### src/rtl/ysyx_25040109_pkg.sv
// Shared constants and helpers for the ysyx_25040109 front end.
// Fetch-queue defaults live here so IFU/IDU agree on widths.
package ysyx_25040109_pkg;

    localparam logic [31:0] RESET_PC   = 32'h8000_0000;
    localparam int          DEF_DATA_W = 32;
    localparam int          DEF_PC_W   = 32;
    localparam int          DEF_DEPTH  = 4;

    function automatic logic [15:0] sat_add16(input logic [15:0] a, input logic [15:0] b);
        logic [16:0] sum;
        sum = {1'b0, a} + {1'b0, b};
        return sum[16] ? 16'hFFFF : sum[15:0];
    endfunction

endpackage

### src/rtl/ysyx_25040109_fifo_mem.sv
// Fetch-queue storage: one synchronous write port, asynchronous read.
// Contents are never reset; validity is tracked by the pointers in the top.
module ysyx_25040109_fifo_mem #(
    parameter int DEPTH = 4,
    parameter int WIDTH = 64,
    parameter int AW    = 2
) (
    input  logic             clk,
    input  logic             we,
    input  logic [AW-1:0]    waddr,
    input  logic [WIDTH-1:0] wdata,
    input  logic [AW-1:0]    raddr,
    output logic [WIDTH-1:0] rdata
);

    logic [WIDTH-1:0] mem_q [DEPTH];

    always_ff @(posedge clk) begin
        if (we) begin
            mem_q[waddr] <= wdata;
        end
    end

    assign rdata = mem_q[raddr];

endmodule

### src/rtl/ysyx_25040109_fetch_queue.sv
// IFU -> IDU instruction/PC queue with flush and saturating drop counter.
// Handshake outputs depend only on registered occupancy and flush.
module ysyx_25040109_fetch_queue
    import ysyx_25040109_pkg::*;
#(
    parameter int DATA_W = DEF_DATA_W,
    parameter int PC_W   = DEF_PC_W,
    parameter int DEPTH  = DEF_DEPTH,
    parameter int CNT_W  = $clog2(DEPTH + 1)
) (
    input  logic              clk,
    input  logic              rst,
    input  logic              in_valid,
    output logic              in_ready,
    input  logic [DATA_W-1:0] in_inst,
    input  logic [PC_W-1:0]   in_pc,
    output logic              out_valid,
    input  logic              out_ready,
    output logic [DATA_W-1:0] out_inst,
    output logic [PC_W-1:0]   out_pc,
    input  logic              flush,
    output logic [CNT_W-1:0]  count,
    output logic [15:0]       flush_drops
);

    localparam int               AW       = (DEPTH > 1) ? $clog2(DEPTH) : 1;
    localparam logic [CNT_W-1:0] FULL_CNT = CNT_W'(DEPTH);

    logic [AW-1:0]    wptr_q, wptr_d;
    logic [AW-1:0]    rptr_q, rptr_d;
    logic [CNT_W-1:0] count_q, count_d;
    logic [15:0]      flush_drops_q, flush_drops_d;

    logic in_fire;
    logic out_fire;
    logic [DATA_W+PC_W-1:0] head_entry;

    always_comb begin
        in_ready  = (count_q < FULL_CNT) && !flush;
        out_valid = (count_q != '0) && !flush;
        in_fire   = in_valid && in_ready;
        out_fire  = out_valid && out_ready;

        wptr_d        = wptr_q;
        rptr_d        = rptr_q;
        count_d       = count_q;
        flush_drops_d = flush_drops_q;

        if (flush) begin
            wptr_d        = '0;
            rptr_d        = '0;
            count_d       = '0;
            flush_drops_d = sat_add16(flush_drops_q, 16'(count_q));
        end else begin
            // Power-of-two depth: natural pointer overflow is the mod-DEPTH wrap.
            if (in_fire) begin
                wptr_d = wptr_q + AW'(1);
            end
            if (out_fire) begin
                rptr_d = rptr_q + AW'(1);
            end
            case ({in_fire, out_fire})
                2'b10:   count_d = count_q + CNT_W'(1);
                2'b01:   count_d = count_q - CNT_W'(1);
                default: count_d = count_q;
            endcase
        end
    end

    always_ff @(posedge clk or negedge rst) begin
        if (!rst) begin
            wptr_q        <= '0;
            rptr_q        <= '0;
            count_q       <= '0;
            flush_drops_q <= '0;
        end else begin
            wptr_q        <= wptr_d;
            rptr_q        <= rptr_d;
            count_q       <= count_d;
            flush_drops_q <= flush_drops_d;
        end
    end

    ysyx_25040109_fifo_mem #(
        .DEPTH (DEPTH),
        .WIDTH (DATA_W + PC_W),
        .AW    (AW)
    ) u_mem (
        .clk   (clk),
        .we    (in_fire),
        .waddr (wptr_q),
        .wdata ({in_inst, in_pc}),
        .raddr (rptr_q),
        .rdata (head_entry)
    );

    assign out_inst    = head_entry[DATA_W+PC_W-1:PC_W];
    assign out_pc      = head_entry[PC_W-1:0];
    assign count       = count_q;
    assign flush_drops = flush_drops_q;

endmodule
### config.mk
export PLATFORM = sky130hd
export DESIGN_NAME = ysyx_25040109_fetch_queue
export DESIGN_NICKNAME = d
export VERILOG_FILES = /design/src/rtl/ysyx_25040109_pkg.sv /design/src/rtl/ysyx_25040109_fifo_mem.sv /design/src/rtl/ysyx_25040109_fetch_queue.sv
export SDC_FILE = /design/constraint.sdc
export NUM_CORES = 1
export LEC_CHECK = 0
export BUFFER_PORTS_ARGS = -buffer_cell sky130_fd_sc_hd__clkbuf_2
export CAP_MARGIN = 20
export CORE_AREA = 2 2 142 144
export DETAILED_ROUTE_END_ITERATION = 7
export DIE_AREA = 0 0 144 146
export GPL_ROUTABILITY_DRIVEN = 0
export PLACE_DENSITY = 0.72
export SLEW_MARGIN = 10
export SYNTH_ARGS = -nofsm -noshare
export SYNTH_HDL_FRONTEND = slang
export SYNTH_SLANG_ARGS = --single-unit
### constraint.sdc
create_clock -name clk -period 7.2 [get_ports clk]
set_input_delay 1.44 -clock clk [delete_from_list [all_inputs] [get_ports clk]]
set_output_delay 1.44 -clock clk [all_outputs]
set_load 0.05 [all_outputs]
==> impl_results.md <==
* Status: finished, final reports clean
* Clk root buf: clkbuf_16
* CTS tree: built
* Ant diodes at 0
* Post-DP HPWL at 11200 µm
* Final wirelength at 19200 µm
* Layout area overhead at 19.5%
* Setup TNS at 0 ps
* CTS H-Tree Depth at 1
* Worst slew pin tran at 1000 ps
* WP data arrival at 2950 ps
* Final hold vios at 0
* Yosys cell types at 46
* Vias per cell at 5.61
* Yosys reg bits at 279
* Async S/R FF share, synth at 0.0824
* Fill cell count at 1322
* Row cnt at 51
* Worst-path clk slew at 60 ps
* Post-DRT Antenna Nets at 0
* First-pass DRT Iterations at 4
* Post-CTS Hold Buffers at 0
* Number of setup buffers added after CTS at 0
* Antenna violations before repair at 0
* Clock latency on the worst-skew pair at 520 ps
* Horiz. Die Dim at 144 µm
* Setup violations, final at 0
* Hold Crit Class: flop to flop
* Total Routing Usage GR at 0.185
* Cells after synthesis at 472
* DR iter-0 viols at 275
* Reg2Reg Depth at 8
* CP Capture Type: output port
* Reg2reg start: count[1]$_DFFE_PN0P_
* Vias in the first global route at 5675
* CP max FO at 41
* Post-route minimum period at 4390 ps
* Commonest non-fill, non-tap cell in the layout: edfxtp_1
* Share of cells above drive strength 1 at 0.422
* Post-synthesis sequential area ratio at 0.782
* PortBufs at 153
* CP Data Required Time at 5760 ps
* Core footprint at 19300 µm²
* Worst Skew at 7.59 ps
* Max cap viols at 0
* Placed cells at 874
* Hold Crit Start: flush_drops[0]$_DFFE_PN0P_
* CTS resizes at 0
* Post-synth EDFFs at 256
* Synth Warn # at 0
* RSZ-0062 raised after global routing: false
* Worst Hold End: flush_drops[0]$_DFFE_PN0P_
* Final cycle utilization of the critical path at 0.609
* # nets final at 717
* CTS Buffer Depth at 3
* Die area at 21000 µm²
* Crit Reg-Reg Endpoint: count[2]$_DFFE_PN0P_
* Fmax at 228 MHz
* Die Y at 146 µm
* Post-Syn Area at 10600 µm²
* Post-synthesis net count at 550
* Slew Limit Fails at 0
* Most frequent cells in the layout: 256 x edfxtp_1, 153 x clkbuf_2, 64 x mux4_2, 29 x clkbuf_16, 21 x dfrtp_1
* Hold depth at 1
* Synth Flop Type: edfxtp_1
* Clock tree sinks at 279
* Kind of critical path: flop to output port
* DR DRC count at 0
* Reg2reg setup slack at 4840 ps
* Initial core utilization at 0.547
* Via count at 5194
* Mean area per synthesized cell at 22.4 µm²
* Finished Layout Cells at 926
* Largest net degree at the start of global routing at 67
* Grt ovf at 0
* Slew margin rel. at 0.331
* Io pins at 154
* Startpoint Class: flop
* Peak supply drop at 0.279 mV
* First-pass GRT wire length at 30200 µm
* Wire per inst at 20.7 µm
* TritonCTS Buffers at 28
* PwrDens at 333 nW/µm²
* Leakage at 4.41 nW
-- cells by family (layout without fill, tap and decap cells) --
group,Yosys count,count (layout),synth area share
AOI/OAI and AO/OA,30,30,0.0212
buffers and inverters,25,214,0.0107
adders and majority gates,9,9,0.0121
muxes,65,65,0.137
and+or+nand+nor,56,56,0.0303
DFF,279,279,0.782
xor gates and xnor gates,8,8,0.00663
-- per-stage QoR --
step	power (W)	hold slack [ps]	cell area [µm²]	util	worst slack, ps
after floorplan	0.00252	562	10600	-	2890
after global placement	0.00269	510	11600	0.601	3250
after detailed placement	0.00270	517	11600	0.601	3260
after CTS	0.00425	532	12600	0.653	2680
after global routing	0.00436	559	12600	0.653	2560
final	0.00421	530	12600	0.653	2810
-- sequential cells by signal, indices dropped and copies added (netlist names) --
name and cells:
rptr_q 2, count 3, u_mem.mem_q 256, flush_drops 16, wptr_q 2
-- layout make-up --
cell class | instances | area, µm² | area share
clock buffers | 36 | 802 | 0.0635
clock inverters | 16 | 211 | 0.0167
repair buffers | 154 | 773 | 0.0612
multi-input cells | 168 | 2210 | 0.175
inverters | 8 | 30.0 | 0.00238
flip-flops and latches | 279 | 8270 | 0.655
well taps | 265 | 332 | 0.0262
-- layer usage --
metal | GRT usage | share of wire
met5 | 0 | 0
met3 | 0.0418 | 0.073
met4 | 0.0397 | 0.016
met1 | 0.256 | 0.41
met2 | 0.308 | 0.50
-- synthesized netlist by cell type, types with 3 or more instances --
library cell | count | area share
edfxtp_1 | 256 | 0.73
mux4_2 | 64 | 0.14
dfrtp_1 | 23 | 0.054
nor2_1 | 12 | 0.0043
nand2_1 | 9 | 0.0032
nand3_1 | 9 | 0.0043
inv_1 | 8 | 0.0028
ha_1 | 7 | 0.0083
nor3_1 | 6 | 0.0028
xnor2_1 | 6 | 0.0050
buf_2 | 5 | 0.0024
a21oi_1 | 4 | 0.0019
and3_1 | 4 | 0.0024
buf_1 | 4 | 0.0014
clkbuf_1 | 4 | 0.0014
o21ai_0 | 4 | 0.0019
a211oi_1 | 3 | 0.0021
buf_4 | 3 | 0.0021
o22a_1 | 3 | 0.0025
-- worst max-delay path, stage by stage (launching register included) --
cell and delay [ps]:
dfrtp_4 760, buf_4 750, mux4_2 620, clkbuf_2 260
-- worst max-delay path by stage --
stage,start,to,slack [ps]
6_report,rptr_q[0]$_DFFE_PN0P_,out_inst[9],2810
4_1_cts,rptr_q[0]$_DFFE_PN0P_,out_inst[18],2680
3_5_place_dp,rptr_q[0]$_DFFE_PN0P_,out_inst[18],3260
5_1_grt,rptr_q[0]$_DFFE_PN0P_,out_pc[16],2560
2_1_floorplan,flush,u_mem.mem_q[0][0]$_DFFE_PP_,2890
3_3_place_gp,rptr_q[0]$_DFFE_PN0P_,out_inst[18],3250
-- power by group --
group	leakage [nW]	internal (W)	switching (W)	total, W
combinational	1.29	0.000224	0.000514	0.000738
clock	0.498	0.000964	0.000584	0.00155
sequential	2.62	0.00185	0.0000691	0.00192
No activity file was read; power rests on OpenSTA's default activity.
